--- config.mk ---
export PLATFORM = sky130hd
export DESIGN_NAME = ccff_prog_ctrl
export DESIGN_NICKNAME = d
export VERILOG_FILES = /design/src/rtl/ccff_prog_ctrl.sv
export SDC_FILE = /design/constraint.sdc
export NUM_CORES = 1
export LEC_CHECK = 0
export BUFFER_PORTS_ARGS = -buffer_cell sky130_fd_sc_hd__buf_4
export CORE_AREA = 2 2 129 131
export DETAILED_ROUTE_END_ITERATION = 6
export DIE_AREA = 0 0 131 133
export SLEW_MARGIN = 20
export SYNTH_ARGS = -nofsm -noshare
export SYNTH_HDL_FRONTEND = slang
export SYNTH_SLANG_ARGS = --single-unit
export TNS_END_PERCENT = 100
--- constraint.sdc ---
create_clock -name prog_clk -period 7.4 [get_ports prog_clk]
set_clock_uncertainty 0.1 [all_clocks]
set_input_delay 0.74 -clock prog_clk [delete_from_list [all_inputs] [get_ports prog_clk]]
set_output_delay 0.74 -clock prog_clk [all_outputs]
set_load 0.05 [all_outputs]
--- src/rtl/ccff_prog_ctrl.sv ---
// ccff_prog_ctrl: configuration-chain programming controller.
// Serializes bitstream words MSB-first onto the chain head. It can also run a
// chain-integrity self-test that launches one pulse and times its arrival at
// the chain tail.
// Ports:
//   prog_clk, prog_reset            clock, async active-high reset
//   start, mode                     operation request (mode 0 program, 1 self-test)
//   word_data/word_valid/word_ready bitstream word handshake from the loader
//   ccff_head, ccff_shift_en        registered serial bit and shift gate to the chain
//   ccff_tail                       chain tail input
//   busy, config_done, error        status (config_done/error are sticky)
//   bit_count                       bits shifted (program) or cycles elapsed (self-test)
module ccff_prog_ctrl #(
    parameter int unsigned WORD_WIDTH     = 32,
    parameter int unsigned BITSTREAM_SIZE = 65656,
    parameter int unsigned CNT_WIDTH      = 24,
    parameter int unsigned CHECK_MARGIN   = 4
) (
    input  logic                  prog_clk,
    input  logic                  prog_reset,
    input  logic                  start,
    input  logic                  mode,
    input  logic [WORD_WIDTH-1:0] word_data,
    input  logic                  word_valid,
    output logic                  word_ready,
    output logic                  ccff_head,
    input  logic                  ccff_tail,
    output logic                  ccff_shift_en,
    output logic                  busy,
    output logic                  config_done,
    output logic                  error,
    output logic [CNT_WIDTH-1:0]  bit_count
);

    localparam int unsigned NUM_WORDS = (BITSTREAM_SIZE + WORD_WIDTH - 1) / WORD_WIDTH;
    localparam int unsigned LAST_BITS = BITSTREAM_SIZE - (NUM_WORDS - 1) * WORD_WIDTH;
    localparam int unsigned SC_W      = $clog2(WORD_WIDTH + 1);

    localparam logic [CNT_WIDTH-1:0] BS_C = CNT_WIDTH'(BITSTREAM_SIZE);
    localparam logic [CNT_WIDTH-1:0] TO_C = CNT_WIDTH'(BITSTREAM_SIZE + CHECK_MARGIN);
    localparam logic [CNT_WIDTH-1:0] NW_C = CNT_WIDTH'(NUM_WORDS);

    typedef enum logic [1:0] {IDLE, PROG, TEST, DONE} state_t;

    state_t                state_q, state_d;
    logic [WORD_WIDTH-1:0] hold_q, hold_d;
    logic                  hold_full_q, hold_full_d;
    logic                  hold_last_q, hold_last_d;
    logic [WORD_WIDTH-1:0] sh_q, sh_d;
    logic [SC_W-1:0]       sh_cnt_q, sh_cnt_d;
    logic [CNT_WIDTH-1:0]  words_q, words_d;
    logic [CNT_WIDTH-1:0]  cnt_q, cnt_d;
    logic                  head_q, head_d;
    logic                  shift_en_q, shift_en_d;
    logic                  ready_q, ready_d;
    logic                  busy_q, busy_d;
    logic                  done_q, done_d;
    logic                  error_q, error_d;

    // Next-state and registered-output computation.
    always_comb begin
        state_d     = state_q;
        hold_d      = hold_q;
        hold_full_d = hold_full_q;
        hold_last_d = hold_last_q;
        sh_d        = sh_q;
        sh_cnt_d    = sh_cnt_q;
        words_d     = words_q;
        cnt_d       = cnt_q;
        head_d      = head_q;
        shift_en_d  = 1'b0;
        done_d      = done_q;
        error_d     = error_q;

        case (state_q)
            IDLE: begin
                hold_full_d = 1'b0;
                sh_cnt_d    = '0;
                words_d     = '0;
                head_d      = 1'b0;
                if (start) begin
                    cnt_d   = '0;
                    done_d  = 1'b0;
                    error_d = 1'b0;
                    if (mode) begin
                        // Self-test launches the pulse in its first cycle.
                        state_d    = TEST;
                        head_d     = 1'b1;
                        shift_en_d = 1'b1;
                    end else begin
                        state_d = PROG;
                    end
                end
            end
            PROG: begin
                if (cnt_q == BS_C) begin
                    state_d = DONE;
                    done_d  = 1'b1;
                    head_d  = 1'b0;
                end else if (sh_cnt_q != '0) begin
                    head_d     = sh_q[WORD_WIDTH-1];
                    sh_d       = sh_q << 1;
                    sh_cnt_d   = sh_cnt_q - SC_W'(1);
                    shift_en_d = 1'b1;
                    cnt_d      = cnt_q + CNT_WIDTH'(1);
                end else if (hold_full_q) begin
                    // Reload and emit the MSB in the same slot; the final
                    // word only contributes its upper LAST_BITS bits.
                    head_d      = hold_q[WORD_WIDTH-1];
                    sh_d        = hold_q << 1;
                    sh_cnt_d    = (hold_last_q ? SC_W'(LAST_BITS) : SC_W'(WORD_WIDTH)) - SC_W'(1);
                    hold_full_d = 1'b0;
                    shift_en_d  = 1'b1;
                    cnt_d       = cnt_q + CNT_WIDTH'(1);
                end
                if (word_valid && ready_q) begin
                    hold_d      = word_data;
                    hold_full_d = 1'b1;
                    hold_last_d = (words_q == NW_C - CNT_WIDTH'(1));
                    words_d     = words_q + CNT_WIDTH'(1);
                end
            end
            TEST: begin
                head_d = 1'b0;
                if (ccff_tail) begin
                    state_d = DONE;
                    if (cnt_q == BS_C) done_d = 1'b1;
                    else               error_d = 1'b1;
                end else if (cnt_q == TO_C) begin
                    state_d = DONE;
                    error_d = 1'b1;
                end else begin
                    shift_en_d = 1'b1;
                    cnt_d      = cnt_q + CNT_WIDTH'(1);
                end
            end
            DONE: begin
                state_d = IDLE;
                head_d  = 1'b0;
            end
            default: state_d = IDLE;
        endcase

        busy_d  = (state_d != IDLE);
        ready_d = (state_d == PROG) && !hold_full_d && (words_d < NW_C);
    end

    // State and output registers.
    always_ff @(posedge prog_clk or posedge prog_reset) begin
        if (prog_reset) begin
            state_q     <= IDLE;
            hold_q      <= '0;
            hold_full_q <= 1'b0;
            hold_last_q <= 1'b0;
            sh_q        <= '0;
            sh_cnt_q    <= '0;
            words_q     <= '0;
            cnt_q       <= '0;
            head_q      <= 1'b0;
            shift_en_q  <= 1'b0;
            ready_q     <= 1'b0;
            busy_q      <= 1'b0;
            done_q      <= 1'b0;
            error_q     <= 1'b0;
        end else begin
            state_q     <= state_d;
            hold_q      <= hold_d;
            hold_full_q <= hold_full_d;
            hold_last_q <= hold_last_d;
            sh_q        <= sh_d;
            sh_cnt_q    <= sh_cnt_d;
            words_q     <= words_d;
            cnt_q       <= cnt_d;
            head_q      <= head_d;
            shift_en_q  <= shift_en_d;
            ready_q     <= ready_d;
            busy_q      <= busy_d;
            done_q      <= done_d;
            error_q     <= error_d;
        end
    end

    assign word_ready    = ready_q;
    assign ccff_head     = head_q;
    assign ccff_shift_en = shift_en_q;
    assign busy          = busy_q;
    assign config_done   = done_q;
    assign error         = error_q;
    assign bit_count     = cnt_q;

endmodule

### Word-level counts from Yosys, hierarchy flattened

Index checks and enable logic that the tools add are counted.

| operators by class | value |
|---|---|
| $add $sub $neg | 4 |
| magnitude comparators | 1 |
| equality and inequality tests | 16 |
| multiplexer cells | 46 |
| bitwise gates (word level) | 1 |
| reductions and logical operators | 18 |

Operators with widths:

| operator | count |
|---|---|
| 24-bit 2-to-1 mux | 7 |
| 24-bit one-hot mux with 3 select lines | 1 |
| 32-bit 2-to-1 mux | 2 |
| 24-bit by 1-bit adder with 24-bit output (second input constant) | 2 |
| 24-bit by 17-bit equality test with 1-bit output (second input constant) | 2 |
| 24-bit one-hot mux with 2 select lines | 1 |
| 24-bit by 12-bit equality test with 1-bit output (second input constant) | 1 |
| 24-bit by 12-bit < comparator with 1-bit output (second input constant) | 1 |
| 6-bit 2-to-1 mux | 4 |
| 1-bit 2-to-1 mux | 19 |
| 6-bit one-hot mux with 2 select lines | 1 |
| 6-bit by 1-bit subtractor with 6-bit output (second input constant) | 2 |
| 2-bit 2-to-1 mux | 5 |
| 2-bit != test (second input constant) | 5 |
| 3-bit != test (second input constant) | 3 |
| 1-bit one-hot mux with 3 select lines | 3 |
| 3-bit AND reduction | 3 |
| 2-bit one-hot mux with 4 select lines | 1 |
| 2-bit nonzero test | 4 |
| 6-bit AND reduction | 1 |
| 6-bit nonzero test | 1 |
| 2-bit by 1-bit equality test with 1-bit output (second input constant) | 2 |
| 2-bit equality test (second input constant) | 2 |
| 4-bit != test (second input constant) | 1 |
| 9 further kinds | 12 |

| storage, ports and cells | value |
|---|---|
| bits in registers | 128 |
| input bits | 38 |
| output and inout bits | 30 |
| word-level logic and storage cells | 100 |

### Longest topological paths before layout

Gate-level depths: netlist of run 1.

| depth | value |
|---|---|
| depth after elaboration | 8 |
| gate-level depth with buffers | 11 |
| mapped depth without buffers | 9 |

### Worst setup path after synthesis of run 1

No wires, ideal clock.

| timing path | value |
|---|---|
| path kind | flip-flop to flip-flop |
| start point | reg cnt_q[0], in the netlist bit_count[0] |
| end point | reg cnt_q[18], in the netlist bit_count[18] |
| setup time | 0.067 ns |
| arrival time | 2.553 ns |
| data required time | 7.233 ns |
| slack | 4.680 ns |
| cell stages (with the launch flop) | 11 |
| path buffers | 1 |
| period minus slack after synthesis | 2.720 ns |
| cell sequence | dfrtp_1 > inv_1 > ha_1 > nor4bb_1 > and4_1 > a41oi_2 > o221ai_2 > or2_1 > buf_2 > or4_1 > nand2_1 |

| between the ends | value |
|---|---|
| longest elaborated chain between the ends | 5 |
| elaborated cells between the ends (all ways) | 12 |
| those cells by class | add/sub (1); eq/ne (4); mux (6); reduce/logical (1) |

Ends and longest elaborated chain:

| element | line | RTL |
|---|---|---|
| start: declaration | 52 | `logic [CNT_WIDTH-1:0] cnt_q, cnt_d;` |
| start signal: assignment | 173 | `cnt_q <= cnt_d;` |
| 24-bit by 1-bit adder with 24-bit output | 105, 114, 134 |  |
| 24-bit 2-to-1 mux | 106 | `end else if (hold_full_q) begin` |
| 24-bit 2-to-1 mux | 100 | `end else if (sh_cnt_q != '0) begin` |
| 24-bit 2-to-1 mux | 96 | `if (cnt_q == BS_C) begin` |
| 24-bit one-hot mux with 3 select lines | 75 | `case (state_q)` |

Parallel ways exist; a longest one is shown, timed or not. The select of a mux whose other input is x is not followed.
A chain may end at the register's enable or synchronous reset.

### Final worst setup path of run 1

| timing path | value |
|---|---|
| start point | reg sh_cnt_q[0] |
| end point | reg cnt_q[22], in the netlist bit_count[22] |

| between the ends | value |
|---|---|
| longest elaborated chain between the ends | 4 |
| elaborated cells between the ends (all ways) | 6 |
| those cells by class | eq/ne (1); mux (3); reduce/logical (2) |

Ends and longest elaborated chain:

| element | line | RTL |
|---|---|---|
| start: declaration | 50 | `logic [SC_W-1:0] sh_cnt_q, sh_cnt_d;` |
| start signal: assignment | 171 | `sh_cnt_q <= sh_cnt_d;` |
| 6-bit nonzero test * | 100 |  |
| 24-bit 2-to-1 mux | 100 |  |
| 24-bit 2-to-1 mux | 96 |  |
| 24-bit one-hot mux with 3 select lines | 75 |  |

Mark *: on every way between the ends. The rest lies on a longest branch, timed or not. The select of a mux whose other input is x is not followed.

==> results.cfg, run 1 <==
[setup_path]
cp-end-kind = flop
arrival_ps = 3820
r2r-start = sh_cnt_q[0]
crit-reg2reg-capture = bit_count[22]
worstPathCellList = or4_4 > nor4_2 > a21oi_1 > o221ai_2 > or2_1 > nor3_1 > a21o_1
start_kind = flop
r2r_setup_slack_ps = 3800
worst_path_max_delay_cell = o221ai_2
worst_r2r_path_depth = 7
crit_path_max_fanout = 27
critical_path_required_ps = 7620
critical_path_class = flop to flop
cpPeakStageDelay_ps = 890

[placed_design]
placed_area_mm2 = 0.006995
place_congestion = 0.8582
hpwl_um = 10340
placed_cells = 985
portBuffers = 67

[global_routing]
antenna_found_initial = 0
gr-total-overflow = 0
grt_pass1_wl_um = 25610
grt_max_degree = 87
grt_pass1_vias = 5214
track_usage_pct = 18.54

[floorplan]
start_util_pct = 39.18
ios = 68
die_x_um = 131
core_mm2 = 0.01617
die_height_um = 133
std_cell_rows = 47
die-area_mm2 = 0.01742

[clocking]
cts_setup_buffers = 0
cts_max_level = 4
clk_pin_slew_worst_paths_ps = 60
clock_path_buffers = 2
clkLatencyLatePin_ps = 430
cts-root-buf = clkbuf_16
postCtsHoldBufs = 0
post_cts_resized = 0
cts_num_sinks = 127
cts_buffers = 17
cts_tree = built

[power]
peakVddDrop_uv = 158.7
power_switching_w = 0.0003332
p_per_area_mw_per_mm2 = 214.5
p_comb_share_pct = 2.1
p_leak_nw = 3.485
switching_share_pct = 20.33
p_clk_share_pct = 55.5
power_w = 0.001639
p_seq_share_pct = 42.4
p_int_w = 0.001306

[routing]
drc_errors = 0
wirelength_um = 15420
vias_per_cell = 5.389
wl_per_cell_um = 15.18
drtAntennaViolNets = 0
via_count = 5475
drt_iter0_markers = 376
drtPass1Iterations = 5

[synthesis]
ys.flop_type = dfrtp_1
syn_nets = 780
synth_area_mm2 = 0.006336
synthTopCellsByArea = dfrtp_1 (50%), nand2_1 (13%), a31oi_1 (3.6%)
synth_warnings = 0
syn-instance-count = 734
seq_area_frac_synth_pct = 50.16
yosys.area_share.xor_xnor_pct = 0.1382
synth_area_leader_cell = dfrtp_1
synth_top_family_by_area = simple AND/OR/NAND/NOR gates
synth-compound-area-share_pct = 14.69
synth_simple_gate_area_share_pct = 27.88
synth_edf_count = 0
avgSynthCellArea_um2 = 8.632
synth_cell_types = 60
synthAdderAreaFrac_pct = 1.580
muxShareOfSynthArea_pct = 1.915
synth_top_area_share_pct = 50.16
synth-seq-cells = 127
async_flop_share_pct = 100.0

[timing]
fmax_mhz = 278.1
period_needed_ps = 3596
finalMaxSlewViolations = 0
rsz0062_at_grt = no
relSlewSlack_pct = 26.75
finalCritPeriodShare_pct = 48.59
worst_pin_slew_ps = 1099
setup_viol = 0
finalSetupTns_ps = 0
hold_viol_final = 0

[finish]
fin_area_mm2 = 0.007644
drive_above_1_share_pct = 15.58
diodes = 0
syn_to_final_growth_pct = 20.64
postLayoutCoreUtil_pct = 47.27
final_cells = 1016
fillers = 1539
final_nets = 830

[run_status]
status = completed

[flow_run]
maxCapViolations = 0

[min_path]
holdCritPathClass = input pin to asynchronous set/reset pin
through the flow:
| step | hold WS, ps | setup WS (ps) |
|---|---|---|
| 2_1_floorplan | 338.6 | 3176 |
| 3_3_place_gp | 361.5 | 3919 |
| 3_5_place_dp | 360.6 | 3829 |
| 4_1_cts | 292.4 | 3834 |
| 5_1_grt | 315.5 | 3571 |
| 6_report | 280.5 | 3804 |
per-layer routing:
layer	global-route usage [%]	vias up	wire (um)
li1	-	2662	-
met1	24.55	2652	7094
met2	29.07	134	7240
met3	4.448	27	725
met4	7.624	0	363
met5	0	-	0
power by group through the flow:
stage / clock [W] / sequential, W / combinational, W
after floorplan: 0 / 0.000709 / 0.0000115
after global placement: 0 / 0.000708 / 0.0000337
after detailed placement: 0 / 0.000708 / 0.0000347
after CTS: 0.000928 / 0.000695 / 0.0000348
after global routing: 0.000964 / 0.000695 / 0.0000382
final: 0.000910 / 0.000695 / 0.0000336
final cells by class:
type | instances | area (um^2) | area share (%)
multi-input combinational | 550 | 2937 | 38.42
clock inverter | 13 | 214.0 | 2.799
sequential | 127 | 3178 | 41.58
clock buffer | 18 | 429.2 | 5.615
tap | 220 | 275.3 | 3.601
inverter | 15 | 58.81 | 0.7694
timing repair buffer | 73 | 551.8 | 7.219
logic make-up after synthesis:
logic type | count (synthesis)
AOI/OAI and AO/OA | 148
xor gates and xnor gates | 1
adders and majority gates | 8
buffers and inverters | 57
DFF | 127
muxes | 12
and+or+nand+nor | 381
sequential cells by signal, indices dropped and copies added (netlist names), 2 cells and up:
signal,flops
hold_q,32
sh_q,31
bit_count,24
words_q,24
sh_cnt_q,6
state_q,2
worst max-delay path: cells and delay by family (launching register included):
family          cells  cell delay, ps
compound gates      3            1210
simple gates        4            1780
flops               1             390
worst max path at each step:
stage	from	to	slack, ps	depth (start not counted)
floorplan	prog_reset	bit_count[0]	3180	1
global placement	sh_cnt_q[0]	bit_count[22]	3920	7
detailed placement	sh_cnt_q[0]	bit_count[22]	3830	7
CTS	sh_cnt_q[0]	bit_count[22]	3830	7
global route	bit_count[19]	bit_count[22]	3570	7
finish	sh_cnt_q[0]	bit_count[22]	3800	7
cells in the final DEF (no fill, tap or decap), types with 3 or more instances in the layout:
cell type  Yosys  routed
and4_1         6       6
nor4_2         4       4
a21oi_1       22      22
a22oi_1        3       3
inv_1         15      14
o31ai_1       19      19
a21o_1         5       5
a31oi_1       36      36
o211ai_1       5       5
clkbuf_16      0      17
o21ai_0       41      41
or2_2          5       5
nand3_1       31      31
clkinv_4       0       4
nand4_1       13      13
buf_4          0      72
or3_1          4       3
mux2i_1       11      11
nand2_1      216     216
nor3_1        11      11
bufinv_16      0       5
o41ai_1        3       3
nor2_1        57      57
ha_1           8       8
nor4_1         7       7
and2_1         5       5
dfrtp_1      127     127
cells in the mapped netlist (2+ instances only):
cell type and instances:
nor4_1 7, inv_1 15, buf_2 6, and3_1 2, or2_2 5, o21ai_0 41, buf_1 3, a21o_1 5
nand2b_1 2, nand4_1 13, and4_1 6, nor4b_1 2, mux2i_1 11, nor4bb_1 2, o41ai_1 3, nor3_1 11
dfrtp_1 127, a21boi_0 2, nand2_1 216, nor2_1 57, o21ai_1 2, nand3_1 31, and2_1 5, ha_1 8
a22oi_1 3, o31ai_1 19, a31oi_1 36, clkbuf_1 31, or3_1 4, a21oi_1 22, nor4_2 4, o211ai_1 5
Power figures use the tool's default switching activity.
==> run 2: changes to the inputs <==
--- a/config.mk
+++ b/config.mk
@@ -5,10 +5,11 @@
 export SDC_FILE = /design/constraint.sdc
 export NUM_CORES = 1
 export LEC_CHECK = 0
+export ABC_AREA = 1
 export BUFFER_PORTS_ARGS = -buffer_cell sky130_fd_sc_hd__buf_4
-export CORE_AREA = 2 2 129 131
+export CORE_AREA = 2 2 134 136
 export DETAILED_ROUTE_END_ITERATION = 6
-export DIE_AREA = 0 0 131 133
+export DIE_AREA = 0 0 136 138
 export SLEW_MARGIN = 20
 export SYNTH_ARGS = -nofsm -noshare
 export SYNTH_HDL_FRONTEND = slang
==> constraint.sdc (replaced) <==
create_clock -name prog_clk -period 2.9 [get_ports prog_clk]
set_clock_uncertainty 0.1 [all_clocks]
set_input_delay 0.29 -clock prog_clk [delete_from_list [all_inputs] [get_ports prog_clk]]
set_output_delay 0.29 -clock prog_clk [all_outputs]
set_load 0.05 [all_outputs]
==> results.cfg, run 2 <==
[floorplan]
die_height_um = 138
die_x_um = 136
core_mm2 = 0.01753
ios = 68
start_util_pct = 38.66
std_cell_rows = 49
die-area_mm2 = 0.01877

[synthesis]
synth_area_mm2 = 0.006779
synth_top_area_share_pct = 46.88
synth_edf_count = 0
ys.flop_type = dfrtp_1
synthTopCellsByArea = dfrtp_1 (47%), nand2_1 (15%), inv_1 (6.4%)
synth-seq-cells = 127
synth_cell_types = 35
avgSynthCellArea_um2 = 7.458
seq_area_frac_synth_pct = 46.88
syn_nets = 955
synth_area_leader_cell = dfrtp_1
async_flop_share_pct = 100.0
syn-instance-count = 909
synth_common_cells = nand2_1 (266), dfrtp_1 (127), inv_1 (115)
synth_warnings = 0
yosysMostFrequentCell = nand2_1

[flow_run]
maxCapViolations = 0

[timing]
fmax_mhz = 415.8
hold_viol_final = 0
relSlewSlack_pct = 42.49
setup_viol = 0
finalCritPeriodShare_pct = 82.92
rsz0062_at_grt = no
finalMaxSlewViolations = 0
period_needed_ps = 2405
finalSetupTns_ps = 0
worst_pin_slew_ps = 860.9

[global_routing]
grt_max_degree = 61
track_usage_pct = 18.25
grt_pass1_vias = 5597
antenna_found_initial = 0
grt_pass1_wl_um = 27390
gr-total-overflow = 0

[setup_path]
crit_path_max_fanout = 22
r2r-start = state_q[1]
r2r_setup_slack_ps = 500
arrival_ps = 2660
crit-reg2reg-capture = word_ready
critical_path_required_ps = 3160
start_kind = flop
cp-end-kind = flop
worst_r2r_path_depth = 14
critical_path_class = flop to flop

[clocking]
cts_tree = built
clk_pin_slew_worst_paths_ps = 60
post_cts_resized = 0
cts_num_sinks = 127
cts_buffers = 17
cts-root-buf = clkbuf_16
clock_path_buffers = 2
clkLatencyLatePin_ps = 420
cts_max_level = 4

[placed_design]
place_congestion = 0.8850
placed_area_mm2 = 0.007516
placed_cells = 1186
hpwl_um = 11320
portBuffers = 67

[power]
p_leak_nw = 3.902
p_seq_share_pct = 33.9
p_int_w = 0.004653
peakVddDrop_uv = 628.0
p_clk_share_pct = 30.1
p_comb_share_pct = 36.0
power_switching_w = 0.002941
power_w = 0.007594
p_per_area_mw_per_mm2 = 898.0
switching_share_pct = 38.72

[finish]
fillers = 1778
reg_top3 = hold_q x32, sh_q x31
regMostFlops = hold_q
diodes = 0
final_cells = 1249
postLayoutCoreUtil_pct = 48.22
final_common_cell = nand2_1
syn_to_final_growth_pct = 24.73
drive_above_1_share_pct = 13.04
final_nets = 1053
largest_register_ffs = 32
final_cell_mix = nand2_1 (266), dfrtp_1 (127), inv_1 (114)
fin_area_mm2 = 0.008456

[routing]
drt_iter0_markers = 399
wl_per_cell_um = 12.98
wirelength_um = 16210
via_count = 6015
drtPass1Iterations = 5
vias_per_cell = 4.816
drtAntennaViolNets = 0
drc_errors = 0

[min_path]
holdCritPathClass = input pin to flop
holdPathStages = 3
hold_path_end = hold_q[7]
min_from = word_data[7]

[run_status]
status = completed
run 2: cell count changes after synthesis, moves of 7 or more:
cell,previous run,this run
a21oi_1,22,8
clkbuf_1,31,13
nor2_1,57,89
xor2_1,1,13
mux2i_1,11,0
nand3_1,31,54
nand2_1,216,266
o21ai_1,2,40
a31oi_1,36,2
o21ai_0,41,76
inv_1,15,115
inv_2,0,7
run 2: how the worst max path moves through the flow:
stage                 start    endpoint  slack [ps]  cells after the start
6_report         state_q[1]  word_ready         500                     14
5_1_grt          state_q[1]  word_ready         140                     14
4_1_cts          state_q[1]  word_ready         460                     14
3_5_place_dp     state_q[1]  word_ready         470                     14
3_3_place_gp     state_q[1]  word_ready         560                     14
2_1_floorplan  bit_count[0]    sh_q[31]         660                     12
run 2: power by group through the flow:
stage / clock, W / sequential, W / combinational [W]
6_report: 0.00229 / 0.00258 / 0.00273
5_1_grt: 0.00243 / 0.00264 / 0.00315
4_1_cts: 0.00233 / 0.00258 / 0.00277
3_5_place_dp: 0 / 0.00260 / 0.00272
3_3_place_gp: 0 / 0.00260 / 0.00268
2_1_floorplan: 0 / 0.00269 / 0.00204
run 2: logic make-up (layout without fill, tap and decap cells):
family / count (synthesis) / after routing / synth area share (%)
AO/OA/AOI/OAI: 149 / 149 / 11.98
XOR/XNOR: 18 / 18 / 2.326
adder cells (fa/ha/maj): 8 / 8 / 1.477
AND/OR/NAND/NOR: 454 / 454 / 27.98
buffers and inverters: 153 / 264 / 9.358
flip-flops: 127 / 127 / 46.88
run 2: final cells by class:
| cell class | instances | area [um^2] | area share [%] |
|---|---|---|---|
| Timing Repair Buffer | 108 | 925.9 | 10.95 |
| Clock buffer | 19 | 442.9 | 5.238 |
| Sequential cell | 127 | 3178 | 37.59 |
| Multi-Input combinational cell | 629 | 2967 | 35.08 |
| Inverter | 124 | 469.2 | 5.549 |
| Clock inverter | 13 | 186.4 | 2.205 |
| Tap cell | 229 | 286.5 | 3.389 |
run 2: repair_timing:
action	4_1_cts	5_1_grt
hold buffers	31	0
buffers inserted	0	0
hold endpoints to repair	62	0
setup endpoints to repair	0	0
run 2: stage by stage:
step	hold slack, ps	setup slack (ps)
5_1_grt	8.792	144.0
3_3_place_gp	366.2	555.1
2_1_floorplan	311.0	661.6
6_report	18.72	495.3
4_1_cts	1.316	461.6
3_5_place_dp	372.9	465.6
run 2: layer usage:
layer  up-vias  track usage, %  part of all wire [%]
met3        17           3.814                   3.6
li1       3107               -                     -
met2       129           27.06                    44
met4         0           5.811                   1.3
met5         -               0                     0
met1      2762           26.67                    51
run 2: critical path, cell delays in order (launching register included):
cell	delay [ps]
dfrtp_1	390
inv_1	120
ha_1	360
inv_2	90
nor2_4	410
nand2_1	130
nor2_1	180
nand2_1	70
nand2_1	60
nand2_1	60
inv_1	50
nand2_1	40
nor2_1	110
nand3_1	80
nor2_1	90
